`config.mk`:
```
export PLATFORM = sky130hd
export DESIGN_NAME = counter_limit_multimode_flat
export DESIGN_NICKNAME = d
export VERILOG_FILES = /design/src/rtl/counter_limit_multimode_if.sv /design/src/rtl/counter_limit_multimode.sv /design/src/flat_wrapper.sv
export SDC_FILE = /design/constraint.sdc
export NUM_CORES = 1
export LEC_CHECK = 0
export CAP_MARGIN = 20
export CORE_MARGIN = 3
export CORE_UTILIZATION = 35
export CTS_CLUSTER_SIZE = 20
export DETAILED_ROUTE_END_ITERATION = 8
export GPL_TIMING_DRIVEN = 0
export SYNTH_ARGS = -nofsm -noshare
export SYNTH_HDL_FRONTEND = slang
export SYNTH_SLANG_ARGS = --single-unit
export TNS_END_PERCENT = 100
```
`constraint.sdc`:
```
create_clock -name clk -period 4.9 [get_ports clk]
set_input_delay 0.49 -clock clk [delete_from_list [all_inputs] [get_ports clk]]
set_output_delay 0.49 -clock clk [all_outputs]
set_load 0.1 [all_outputs]
```
`src/rtl/counter_limit_multimode_if.sv`:
```
// counter_limit_multimode_if: control/status bundle of the limit counter; wrap_cnt exists only with COUNTER_WRAP_CNT_EN
interface counter_limit_multimode_if #(
  parameter int WIDTH      = 8,
  parameter int WRAP_CNT_W = 8
);
  if (WIDTH < 2 || WRAP_CNT_W < 1) $error("counter_limit_multimode_if: WIDTH must be >= 2, WRAP_CNT_W >= 1");
  logic             en;
  logic             clr;
  logic             load;
  logic [WIDTH-1:0] load_value;
  logic [WIDTH-1:0] limit;
  logic             dir;
  logic             one_shot;
  logic [WIDTH-1:0] value;
  logic             wrap;
  logic             done;
`ifdef COUNTER_WRAP_CNT_EN
  logic [WRAP_CNT_W-1:0] wrap_cnt;
`endif
  modport master (
    output en, clr, load, load_value, limit, dir, one_shot,
`ifdef COUNTER_WRAP_CNT_EN
    input  wrap_cnt,
`endif
    input  value, wrap, done
  );
  modport slave (
    input  en, clr, load, load_value, limit, dir, one_shot,
`ifdef COUNTER_WRAP_CNT_EN
    output wrap_cnt,
`endif
    output value, wrap, done
  );
endinterface

```
`src/rtl/counter_limit_multimode.sv`:
```
// counter_limit_multimode: up/down counter with programmable limit, periodic/one-shot modes and wrap pulse; COUNTER_WRAP_CNT_EN adds a saturating wrap-event counter
module counter_limit_multimode #(
  parameter int WIDTH      = 8,
  parameter int WRAP_CNT_W = 8
) (
  input logic                      clk,
  input logic                      rst,
  counter_limit_multimode_if.slave bus
);
  if (WIDTH < 2 || WRAP_CNT_W < 1) $error("counter_limit_multimode: WIDTH must be >= 2, WRAP_CNT_W >= 1");
  logic [WIDTH-1:0] value_q, value_d, reload;
  logic             wrap_q, wrap_d, done_q, done_d, step, term;
  // next state: clr beats load beats en; terminal only evaluated on enabled, not-done cycles
  always_comb begin
    reload  = bus.dir ? bus.limit : '0;
    term    = bus.dir ? (value_q == '0) : (value_q >= bus.limit);
    step    = bus.en && !done_q && !bus.clr && !bus.load;
    value_d = bus.clr ? reload :
              bus.load ? bus.load_value :
              !step ? value_q :
              !term ? (bus.dir ? value_q - WIDTH'(1) : value_q + WIDTH'(1)) :
              bus.one_shot ? value_q : reload;
    wrap_d  = step && term;
    done_d  = (bus.clr || bus.load) ? 1'b0 : (done_q || (step && term && bus.one_shot));
  end
  // counter state registers
  always_ff @(posedge clk or posedge rst) begin
    if (rst) begin
      value_q <= '0;
      wrap_q  <= 1'b0;
      done_q  <= 1'b0;
    end else begin
      value_q <= value_d;
      wrap_q  <= wrap_d;
      done_q  <= done_d;
    end
  end
  assign bus.value = value_q;
  assign bus.wrap  = wrap_q;
  assign bus.done  = done_q;
`ifdef COUNTER_WRAP_CNT_EN
  logic [WRAP_CNT_W-1:0] wrap_cnt_q, wrap_cnt_d;
  // counts wrap events on the same edge wrap is set, saturating; load leaves it alone
  always_comb wrap_cnt_d = bus.clr ? '0 : (wrap_d && !(&wrap_cnt_q)) ? wrap_cnt_q + WRAP_CNT_W'(1) : wrap_cnt_q;
  // wrap-event counter register
  always_ff @(posedge clk or posedge rst) begin
    if (rst) wrap_cnt_q <= '0;
    else     wrap_cnt_q <= wrap_cnt_d;
  end
  assign bus.wrap_cnt = wrap_cnt_q;
`endif
endmodule

```
`src/flat_wrapper.sv`:
```
// flat-port wrapper written by rule: the top's interface ports become plain ports
module counter_limit_multimode_flat 
#(
  parameter int WIDTH      = 8,
  parameter int WRAP_CNT_W = 8
)
  (clk, rst, bus_en, bus_clr, bus_load, bus_load_value, bus_limit, bus_dir, bus_one_shot, bus_value, bus_wrap, bus_done);
  counter_limit_multimode_if #(.WIDTH(WIDTH), .WRAP_CNT_W(WRAP_CNT_W)) bus_i ();
  input logic clk;
  input logic rst;
  input wire logic [$bits(bus_i.en)-1:0] bus_en;
  input wire logic [$bits(bus_i.clr)-1:0] bus_clr;
  input wire logic [$bits(bus_i.load)-1:0] bus_load;
  input wire logic [$bits(bus_i.load_value)-1:0] bus_load_value;
  input wire logic [$bits(bus_i.limit)-1:0] bus_limit;
  input wire logic [$bits(bus_i.dir)-1:0] bus_dir;
  input wire logic [$bits(bus_i.one_shot)-1:0] bus_one_shot;
  output wire logic [$bits(bus_i.value)-1:0] bus_value;
  output wire logic [$bits(bus_i.wrap)-1:0] bus_wrap;
  output wire logic [$bits(bus_i.done)-1:0] bus_done;
  assign bus_i.en = bus_en;
  assign bus_i.clr = bus_clr;
  assign bus_i.load = bus_load;
  assign bus_i.load_value = bus_load_value;
  assign bus_i.limit = bus_limit;
  assign bus_i.dir = bus_dir;
  assign bus_i.one_shot = bus_one_shot;
  assign bus_value = bus_i.value;
  assign bus_wrap = bus_i.wrap;
  assign bus_done = bus_i.done;
  counter_limit_multimode #(.WIDTH(WIDTH), .WRAP_CNT_W(WRAP_CNT_W)) u_core (.clk(clk), .rst(rst), .bus(bus_i));
endmodule
```
==> impl_metrics.tcl <==
set metrics [dict create \
    status "completed" \
    start_util_pct 37.7 \
    drc 0 \
    synthFlopType "dfrtp_1" \
    crit_path_end_kind "flip-flop" \
    slowest_delay_ns 0.66 \
    cts.sinks 10 \
    post-synth-top-count-cell "ha_1" \
    pwr-share-comb_pct 62.0 \
    grt_pass1_wl_um 5740 \
    synth_cells 138 \
    p_clk_share_pct 14.3 \
    final_util_pct 50.6 \
    ys_seq_area_share_pct 21.2 \
    setup_viol 0 \
    critPathLaunchType "primary input" \
    ctsRootBufferMaster "clkbuf_4" \
    max-cap-violations 0 \
    dieHeight_um 64.1 \
    place_congestion 0.832 \
    crit_required_ns 5.10 \
    fin_tns_setup_ns 0 \
    ys_top_cells_by_count "ha_1 (14), a21oi_1 (13), inv_1 (13), nor2_1 (12), dfrtp_1 (10)" \
    fin_worst_skew_ns 0.00284 \
    syn_to_final_growth_pct 34.0 \
    nets 212 \
    power.leakage_nw 0.672 \
    syn_avg_cell_area_um2 8.55 \
    path_buf_inv 3 \
    drive_gt1_share_pct 8.09 \
    worstPathCellList "clkdlybuf4s50_1, buf_12, inv_1, fa_1, nor2b_1, nor3_1, o21bai_1, a21oi_1, xor2_1, a2111oi_0, o22a_2" \
    cts.repair.resized 0 \
    antenna_found_initial 0 \
    path_clk_slew_ns 0.07 \
    seq_power_share_pct 23.7 \
    worstPathMaxFanout 8 \
    min_period_ns 2.80 \
    max_freq_mhz 357 \
    dp_hpwl_um 2780 \
    synth_cell_type_count 45 \
    synth_top_area_cell "dfrtp_1" \
    finalNonFillerCells 217 \
    postCtsHoldBufs 0 \
    fp.dieArea_um2 4100 \
    numCtsBuffers 3 \
    core_area_um2 3130 \
    dr.pass1.iters 4 \
    rsz0062_at_grt "false" \
    cts_tree "done" \
    slew_headroom_pct 34.8 \
    vias_per_cell 5.45 \
    min_path_type "primary input to asynchronous set/reset pin" \
    grt_pass1_vias 1196 \
    clk_latency_ns 0.26 \
    worstSetupPathType "primary input to flip-flop" \
    synth_edf_count 0 \
    worst_slew_pin_slew_ns 0.975 \
    netlist.area_leader.share_pct 21.2 \
    ir_drop_v 0.000165 \
    cts_setup_buffers 0 \
    cp_slowest_cell "clkdlybuf4s50_1" \
    crit_family "buffers and inverters" \
    wl_per_cell_um 15.9 \
    synth.area.top_cells "dfrtp_1 (21%), ha_1 (15%), a21oi_1 (5.5%)" \
    drtAntennaViolNets 0 \
    place_inst 213 \
    num_antenna_cells 0 \
    hold_ws_ns 0.505 \
    num_rows 20 \
    n_fill_cell 308 \
    internal_power_mw 0.253 \
    fin_crit_sh_pct 57.1 \
    ys_seq_elements 10 \
    switching_share_pct 50.1 \
    netSwitchingPower_mw 0.254 \
    yosysWarnings 0 \
    htreeDepth 1 \
    clockBufferDepth 2 \
    finalMaxSlewViolations 0 \
    finalHoldViolCount 0 \
    grt_max_degree 11 \
    crit_arrival_ns 3.00 \
    syn_nets 176 \
    grt_use_total_pct 17.7 \
    ioPinCount 33 \
    vias 1183 \
    drt_iter0_markers 84 \
    die_w_um 64.1 \
    grt_overflow 0 \
    powerDensity_nw_per_um2 320 \
    ys_async_sr_fraction_pct 100 \
    syn_area_um2 1180 \
    drt-total-wl_um 3440 \
    fin_total_pwr_mw 0.507 \
    io_buffers 31 \
]
==> final cells by class <==
class / instances / area, µm² / area share [%]
Timing Repair Buffer: 31 / 310 / 19.6
Inverter: 13 / 48.8 / 3.09
Multi-Input combinational cell: 110 / 838 / 53.0
Buffer: 5 / 42.5 / 2.69
Tap cell: 44 / 55.1 / 3.48
Clock buffer: 4 / 36.3 / 2.29
Sequential cell: 10 / 250 / 15.8
==> layer usage <==
layer / global-route usage (%) / part of all wire (%)
met3: 1.76 / 6.3
met5: 0 / 0
met4: 4.31 / 0.15
met1: 24.8 / 47
met2: 29.0 / 47
==> per-stage QoR <==
| stage | cell area [µm²] | setup slack (ns) |
|---|---|---|
| floorplan | 1180 | 2.15 |
| global placement | 1550 | 1.79 |
| detailed placement | 1550 | 1.83 |
| CTS | 1580 | 2.10 |
| global route | 1580 | 1.94 |
| finish | 1580 | 2.10 |
==> power by group through the flow <==
stage                     sequential (mW)  combinational [mW]  clock [mW]
after floorplan                     0.206               0.140           0
after global placement              0.121               0.309           0
final                               0.120               0.314      0.0725
after global routing                0.123               0.340      0.0803
after detailed placement            0.122               0.314           0
after CTS                           0.120               0.315      0.0754
==> worst paths after layout <==
check	startpoint	end	slack, ns	cells past startpoint
hold / removal	rst	u_core.bus.value[2]$_DFFE_PP0P_	0.51	2
hold reg to reg	u_core.bus.done$_DFF_PP0_	u_core.bus.done$_DFF_PP0_	0.57	2
setup reg to reg	u_core.bus.value[0]$_DFFE_PP0P_	u_core.bus.value[0]$_DFFE_PP0P_	2.46	9
setup / recovery	bus_dir	u_core.bus.value[6]$_DFFE_PP0P_	2.10	11
max in group asynchronous	rst	u_core.bus.value[3]$_DFFE_PP0P_	4.12	2
min in group clk	u_core.bus.done$_DFF_PP0_	u_core.bus.done$_DFF_PP0_	0.57	2
==> flip-flops by register name, summed over array words and instances, names as in the netlist <==
signal	flops
u_core.bus.wrap	1
u_core.bus.done	1
u_core.bus.value	8
==> layout by cell type (no fill, tap or decap), drive strengths merged, types with 2 or more instances in the layout <==
cell	n
clkdlybuf4s50	31
ha	14
a21oi	14
inv	13
nor2	12
dfrtp	10
o21ai	9
clkbuf	7
nand2	6
a31oi	6
a32oi	5
nor2b	4
xnor2	3
o21bai	3
a21o	3
nor4	2
xor2	2
a222oi	2
nor3	2
a21boi	2
buf	2
a2111oi	2
a22oi	2
==> cell families (layout without fill, tap and decap cells) <==
group | after synthesis | in the layout | synth area share (%)
DFF | 10 | 10 | 21.2
buffers and inverters | 18 | 53 | 7.74
and+or+nand+nor | 34 | 34 | 14.3
xor gates and xnor gates | 5 | 5 | 3.71
AOI/OAI and AO/OA | 56 | 56 | 36.5
adders and majority gates | 15 | 15 | 16.5
No activity file was read; power rests on OpenSTA's default activity.
